==> config.mk <==
export PLATFORM = sky130hd
export DESIGN_NAME = spi_byte_engine
export DESIGN_NICKNAME = d
export VERILOG_FILES = /design/src/rtl/spi_pkg.sv /design/src/rtl/spi_byte_engine_clk_gen.sv /design/src/rtl/spi_byte_engine.sv
export SDC_FILE = /design/constraint.sdc
export NUM_CORES = 1
export LEC_CHECK = 0
export BUFFER_PORTS_ARGS = -buffer_cell sky130_fd_sc_hd__buf_2
export CAP_MARGIN = 25
export CORE_ASPECT_RATIO = 1.5
export CORE_MARGIN = 5
export CORE_UTILIZATION = 30
export CTS_CLUSTER_SIZE = 12
export DETAILED_ROUTE_END_ITERATION = 7
export REMOVE_ABC_BUFFERS = 1
export SYNTH_ARGS = -nofsm -noshare
export SYNTH_HDL_FRONTEND = slang
export SYNTH_SLANG_ARGS = --single-unit
==> constraint.sdc <==
create_clock -name clk -period 1.9 [get_ports clk]
set_input_delay 0.19 -clock clk [delete_from_list [all_inputs] [get_ports clk]]
set_output_delay 0.19 -clock clk [all_outputs]
set_load 0.1 [all_outputs]
==> src/rtl/spi_pkg.sv <==
// Shared constants and state encoding for the SPI byte engine.
package spi_pkg;
  localparam int unsigned CLK_DIV_DEF = 2;
  localparam int unsigned BYTE_W = 8;

  typedef enum logic [2:0] {
    IDLE,
    SETUP,
    SHIFT,
    HOLD,
    GAP
  } state_t;
endpackage

==> src/rtl/spi_byte_engine_clk_gen.sv <==
// SCLK divider with single-cycle strobes marking the clk edge that toggles SCLK.
module spi_clk_gen
  import spi_pkg::*;
#(
  parameter int unsigned CLK_DIV = CLK_DIV_DEF
) (
  input  logic clk,
  input  logic rst,
  input  logic en,
  output logic sclk,
  output logic rise_stb,
  output logic fall_stb
);
  localparam int unsigned CW = $clog2(CLK_DIV + 1);
  localparam logic [CW-1:0] LAST = CW'(CLK_DIV - 1);

  logic [CW-1:0] cnt;
  logic          tick;

  assign tick     = en && (cnt == LAST);
  assign rise_stb = tick && !sclk;
  assign fall_stb = tick && sclk;

  always_ff @(posedge clk or negedge rst) begin
    if (!rst) begin
      cnt  <= '0;
      sclk <= 1'b0;
    end else if (!en) begin
      cnt  <= '0;
      sclk <= 1'b0;
    end else if (tick) begin
      cnt  <= '0;
      sclk <= ~sclk;
    end else begin
      cnt <= cnt + 1'b1;
    end
  end
endmodule

==> src/rtl/spi_byte_engine.sv <==
// SPI mode-0 master byte engine; CS held low across bytes until tx_last.
// SPI_RX_LATE_SAMPLE_EN moves MISO sampling to falling SCLK edges.
module spi_byte_engine
  import spi_pkg::*;
#(
  parameter int unsigned CLK_DIV = CLK_DIV_DEF
) (
  input  logic              clk,
  input  logic              rst,
  input  logic              tx_valid,
  input  logic [BYTE_W-1:0] tx_data,
  input  logic              tx_last,
  output logic              tx_ready,
  input  logic              abort,
  output logic [BYTE_W-1:0] rx_data,
  output logic              rx_valid,
  output logic              busy,
  output logic              spi_sclk,
  output logic              spi_mosi,
  input  logic              spi_miso,
  output logic              spi_cs_n
);
  localparam int unsigned CW = $clog2(CLK_DIV + 1);
  localparam logic [CW-1:0] WLAST = CW'(CLK_DIV - 1);

  state_t            state;
  state_t            state_nx;
  logic [CW-1:0]     wcnt;
  logic [2:0]        bit_cnt;
  logic [BYTE_W-1:0] tx_sr;
  logic [BYTE_W-1:0] rx_sr;
  logic [BYTE_W-1:0] rx_next;
  logic              last_q;
  logic              accept;
  logic              kill;
  logic              wdone;
  logic              byte_end;
  logic              shift_en;
  logic              rise_stb;
  logic              fall_stb;
  logic              samp;

  assign tx_ready = (state == IDLE);
  assign accept   = tx_valid && tx_ready && !abort;
  assign kill     = abort && !(state == IDLE && spi_cs_n);
  assign wdone    = (wcnt == WLAST);
  assign byte_end = fall_stb && (bit_cnt == 3'd7);
  assign shift_en = (state == SHIFT) && !kill;
  assign busy     = (state != IDLE) || !spi_cs_n;

`ifdef SPI_RX_LATE_SAMPLE_EN
  assign samp    = fall_stb;
  assign rx_next = {rx_sr[BYTE_W-2:0], spi_miso};
`else
  assign samp    = rise_stb;
  assign rx_next = rx_sr;
`endif

  spi_clk_gen #(
    .CLK_DIV (CLK_DIV)
  ) u_clk_gen (
    .clk      (clk),
    .rst      (rst),
    .en       (shift_en),
    .sclk     (spi_sclk),
    .rise_stb (rise_stb),
    .fall_stb (fall_stb)
  );

  always_comb begin
    state_nx = state;
    if (kill) begin
      state_nx = GAP;
    end else begin
      unique case (state)
        IDLE:  if (accept) state_nx = spi_cs_n ? SETUP : SHIFT;
        SETUP: if (wdone) state_nx = SHIFT;
        SHIFT: if (byte_end) state_nx = last_q ? HOLD : IDLE;
        HOLD:  if (wdone) state_nx = GAP;
        GAP:   if (wdone) state_nx = IDLE;
        default: state_nx = IDLE;
      endcase
    end
  end

  always_ff @(posedge clk or negedge rst) begin
    if (!rst) begin
      state    <= IDLE;
      wcnt     <= '0;
      bit_cnt  <= '0;
      tx_sr    <= '0;
      rx_sr    <= '0;
      last_q   <= 1'b0;
      rx_data  <= '0;
      rx_valid <= 1'b0;
      spi_mosi <= 1'b0;
      spi_cs_n <= 1'b1;
    end else begin
      state    <= state_nx;
      rx_valid <= 1'b0;

      if (kill || state_nx != state) wcnt <= '0;
      else if (state inside {SETUP, HOLD, GAP}) wcnt <= wcnt + 1'b1;

      if (kill) spi_cs_n <= 1'b1;
      else if (accept) spi_cs_n <= 1'b0;
      else if (state == HOLD && wdone) spi_cs_n <= 1'b1;

      // A continuing byte enters SHIFT directly, so bit 7 goes out now.
      if (accept) begin
        tx_sr  <= tx_data;
        last_q <= tx_last;
        if (!spi_cs_n) spi_mosi <= tx_data[BYTE_W-1];
      end

      if (state == SETUP && wdone && !kill) spi_mosi <= tx_sr[BYTE_W-1];

      if (samp) rx_sr <= {rx_sr[BYTE_W-2:0], spi_miso};

      if (kill) begin
        bit_cnt <= '0;
      end else if (fall_stb) begin
        bit_cnt <= bit_cnt + 1'b1;
        if (bit_cnt != 3'd7) begin
          tx_sr    <= tx_sr << 1;
          spi_mosi <= tx_sr[BYTE_W-2];
        end else begin
          rx_valid <= 1'b1;
          rx_data  <= rx_next;
        end
      end
    end
  end
endmodule
# Yosys cells after proc, flatten, opt, wreduce, memory -nomap -nowiden
# Cells that the tools add are included.
[word_totals]
mem_bits_ro = 0
ramBits = 0
memories = 0
latchBits = 0
output_inout_bits = 14
ff_bits = 39
[classes]
add_sub_neg = 3
shifts = 0
reduce_logical = 26
n_mul = 0
magnitude_cmp = 0
eq_ne = 10
muxes = 33
div = 0
bitwise = 3
[op_table]
columns = ["operator", "n"]
rows = [
  ["8-bit 2-to-1 mux", 4],
  ["3-bit 2-to-1 mux", 8],
  ["3-bit case mux with 5 select lines", 1],
  ["1-bit 2-to-1 mux", 14],
  ["1-bit logical AND", 12],
  ["2-bit 2-to-1 mux", 6],
  ["3-bit nonzero test", 3],
  ["3-bit by 2-bit equality test with 1-bit output, second input constant", 2],
  ["3-bit equality test, second input constant", 2],
  ["1-bit logical NOT", 5],
  ["2-bit by 1-bit adder with 2-bit output, second input constant", 2],
  ["2-bit by 1-bit equality test with 1-bit output, second input constant", 2],
  ["2-bit nonzero test", 2],
  ["3-bit by 1-bit adder with 3-bit output, second input constant", 1],
  ["3-bit by 1-bit equality test with 1-bit output, second input constant", 1],
  ["3-bit logical NOT", 1],
  ["3-bit != test", 1],
  ["3-bit != test, second input constant", 1],
  ["1-bit NOT", 3],
  ["3-bit AND reduction", 1],
  ["1-bit logical OR", 2],
  ["2-bit != test, second input constant", 1],
]

# Longest topological paths before layout
[logic_depth]
word_depth = 15
ltp_mapped = 8
depth_no_buf = 7

# By module
# Synthesis repeated with hierarchy kept, for this count alone.
[hier_totals]
cells_unflattened = 161
area_unflattened_um2 = 1848.0
[by_module_without_submodules]
columns = ["mod", "cells_per_inst", "seq_area_each_um2", "n_inst", "area_per_inst_um2"]
rows = [
  ["spi_byte_engine", 150, 902.1, 1, 1722.9],
  ["spi_clk_gen", 11, 75.1, 1, 125.1],
]

# Least setup slack after synthesis
# Ideal clock, no wire load.
[synth_path]
path_kind = "register to output"
start = "register state[1]"
end = "output port tx_ready"
slack_ps = -977
stages_incl_launch_ff = 3
arrival_time_ps = 2687
t_required_ps = 1710
path_buffers = 1
path_cell_list = "dfrtp_1 -> buf_1 -> nor3_1"
[synth_via]
elab_chain_cells = 1
[synth_rtl]
columns = ["element", "line_no", "text"]
rows = [
  ["start, declared", "spi_byte_engine.sv:26", "state_t state;"],
  ["start signal, assigned", "spi_byte_engine.sv:99", "state <= state_nx;"],
  ["3-bit logical NOT", "spi_byte_engine.sv:43", "assign tx_ready = (state == IDLE);"],
  ["end, declared", "spi_byte_engine.sv:13", "output logic tx_ready,"],
]
# Every way passes these cells.

# Worst setup path after layout
[layout_path]
start = "register state[2]"
end = "register spi_mosi"
[layout_via]
elab_chain_cells = 10
elab_cells_between_ends = 19
classes_between = "2 x eq/ne; 5 x mux; 12 x reduce/logical"
[layout_rtl]
columns = ["element", "line_no", "text"]
rows = [
  ["3-bit logical NOT", "spi_byte_engine.sv:43, spi_byte_engine.sv:45", ""],
  ["1-bit logical AND", "spi_byte_engine.sv:45", "assign kill = abort && !(state == IDLE && spi_cs_n);"],
  ["1-bit logical NOT", "spi_byte_engine.sv:45", ""],
  ["1-bit logical AND", "spi_byte_engine.sv:45", ""],
  ["1-bit logical NOT", "spi_byte_engine.sv:48, spi_byte_engine.sv:116", ""],
  ["1-bit logical AND, on equally long branches", "spi_byte_engine.sv:116, spi_byte_engine.sv:48", ""],
  ["1-bit 2-to-1 mux or 1-bit logical AND (tied branches)", "spi_byte_engine.sv:116, spi_byte_engine_clk_gen.sv:20", ""],
  ["1-bit 2-to-1 mux or 1-bit logical AND (tied branches)", "spi_byte_engine.sv:124, spi_byte_engine_clk_gen.sv:22", ""],
  ["1-bit 2-to-1 mux", "spi_byte_engine.sv:122", "end else if (fall_stb) begin"],
  ["1-bit 2-to-1 mux *", "spi_byte_engine.sv:120", "if (kill) begin"],
  ["end signal, assigned", "spi_byte_engine.sv:113", "if (!spi_cs_n) spi_mosi <= tx_data[BYTE_W-1];"],
  ["end signal, assigned", "spi_byte_engine.sv:116", "if (state == SETUP && wdone && !kill) spi_mosi <= tx_sr[BYTE_W-1];"],
  ["end signal, assigned", "spi_byte_engine.sv:126", "spi_mosi <= tx_sr[BYTE_W-2];"],
  ["end, declared", "spi_byte_engine.sv:19", "output logic spi_mosi,"],
]
# Every way passes the cells marked *; elsewhere a longest branch is shown, timed or not.
# A chain may end at the register's enable or synchronous reset.

==> out/results.ini <==
[power]
powerDensity_nw_per_um2=1170
power.leakage_nw=1.14
max-vdd-ir-drop_mv=0.514

[route]
wl_um=3630
viasPerCell=4.79
drc=0
drtIter0Drc=105
ant_nets=0
drt-pass1-iter-count=4
wl_per_cell_um=13.4
via_count=1299

[cells_and_area]
fin_nets=215
areaGrowthSynthToFinish_pct=26.7
nFillCells=578
antennaDiodeCount=0
multi_input_area_um2=820
finalNonFillerCells=271
stdcell_area_um2=2310
ff_latch_area_um2=977
final_util=0.394
drive_gt1_frac=0.407

[worst_hold_path]
min_path_cells=2
hold_path.class=in -> reg
holdCritStartpoint=spi_miso
min_to=rx_next[0]

[critical_path]
cp.required_ns=2.08
r2r-start=state[2]
worstRegToRegCells=5
endpoint_kind=flop
critPathArrivalTime_ns=2.08
crit_fanout=3
path_class=reg -> reg
startpoint_type=flop
rr_endpoint=spi_mosi
regToRegSetupSlack_ns=-0.001
startpoint=state[2]

[timing]
finalSetupViolations=1
maxSlewViolCount=0
fmax_ghz=0.526
rsz0062_at_grt=yes
clock_skew_ns=0.00716
final.period_utilization=1.00
finalHoldViolCount=0
slew_headroom=0.664
tightest_slew_ns=0.504
fin_crit_ns=1.90
worst_slack_ns=-0.00122

[clocking]
cts_buffer_depth=2
cts_root_buf=clkbuf_8
cts_tree=done
cts.sinks=39
cts_buffers=5
cts-htree-levels=2
clkLatencyLatePin_ns=0.29
cts.clk_slew.worst_paths_ns=0.08

[synthesis]
synth.cell_area_um2=1830
synth_seq_area_share=0.535
yosysMostFrequentCell=dfrtp_1
syn_inst=153
netlist_top_cells_area=dfrtp_1, mux2_2, mux2i_1, nor2_1, ha_1
synth_seq_cells=39
yosysTopAreaCellShare=0.521
ys_warn_count=0
synth-main-ff-cell=dfrtp_1
async_flop_share=1.00
yosysTopAreaCell=dfrtp_1
ys_top_cells_by_count=dfrtp_1, mux2_2, mux2i_1
avgSynthCellArea_um2=11.9
synth_edf_count=0
ys_types=39

[outcome]
status=finished with violations
violations=setup timing

[global_routing]
antenna_found_initial=0
grt_pass1_vias=1414
gr-usage-all-layers=0.107
overflow=0
grt_max_degree=40
grt_pass1_wl_um=6470

[placement]
dpl_cell_area_um2=2160
gp_congestion=0.807
placedCellCount=262
hpwl_um=2690
io_buffers=27

[die]
rows=34
ioPinCount=28
die_w_um=73.7
start_util=0.311
die_h_um=106
die_area_um2=7780
core-area_um2=5870

[job]
max_cap_viol_count=0

registers in the layout (all words and copies together), names as in the netlist:
name	flops
bit_cnt	3
last_q	1
rx_data	8
rx_next	8
rx_valid	1
spi_cs_n	1
spi_mosi	1
state	3
tx_sr	8
u_clk_gen.cnt	2
u_clk_gen.sclk	1
wcnt	2
critical path: stages (launching register included):
cell and delay (ns):
dfrtp_1 0.41, or4b_4 0.49, or3_4 0.35, mux2_4 0.31
mux2i_2 0.15, o21ai_1 0.08
worst max path at each step:
stage	to	slack [ns]	cells past startpoint
6_report	spi_mosi	-0.001	5
5_1_grt	spi_mosi	-0.09	5
4_1_cts	busy	0.01	5
3_5_place_dp	spi_mosi	0.04	5
3_3_place_gp	spi_mosi	0.06	5
2_1_floorplan	tx_ready	-0.87	1
cell families (layout without fill, tap and decap cells):
| family | after synthesis | count (layout) | share of synthesized area |
|---|---|---|---|
| multiplexers | 30 | 30 | 0.179 |
| buffers and inverters | 10 | 56 | 0.0226 |
| XOR/XNOR | 4 | 4 | 0.0192 |
| AND/OR/NAND/NOR | 46 | 46 | 0.150 |
| adder cells (fa/ha/maj) | 3 | 3 | 0.0206 |
| flip-flops | 39 | 39 | 0.535 |
| AO/OA/AOI/OAI | 21 | 21 | 0.0740 |
stage by stage:
stage | total power [mW] | worst slack [ns] | hold slack (ns) | TNS, ns
CTS | 2.73 | 0.0148 | 0.124 | 0
detailed placement | 1.99 | 0.0421 | 0.287 | 0
global placement | 1.97 | 0.0592 | 0.285 | 0
finish | 2.71 | -0.00122 | 0.135 | -0.00122
global route | 2.89 | -0.0858 | 0.126 | -0.285
floorplan | 1.74 | -0.874 | -0.106 | -7.99
repair_timing:
action	CTS	global route
hold buffers	1	0
resized for setup	1	7
pin swaps	0	3
buffers inserted	0	0
setup endpoints to repair	1	13
endpoints found under the hold margin	38	0
power by group:
part | internal [mW] | switching [mW]
Clock | 0.425 | 0.283
Sequential | 0.979 | 0.0899
Combinational | 0.323 | 0.608
cell type report:
cell class,count,area share
sequential,39,0.422
multi-input combinational,104,0.354
clock inverter,2,0.0151
tap,72,0.0389
timing repair buffer,44,0.128
clock buffer,6,0.0357
inverter,4,0.00649
layer usage:
metal  global-route usage  part of all wire  up-vias
li1                     -                 -      634
met1                0.123              0.40      630
met2                0.175              0.52       27
met3               0.0295             0.052        8
met4               0.0557             0.027        0
met5                    0                 0        -
cells in the final DEF (no fill, tap or decap), drive strengths merged, types with 5 or more instances in the layout:
cell type and instances:
nor2 15, o21ai 8, mux2i 12, mux2 18
nand2 9, clkbuf 6, a21oi 5, buf 43
nor3 5, dfrtp 38
No activity file was read; power rests on OpenSTA's default activity.
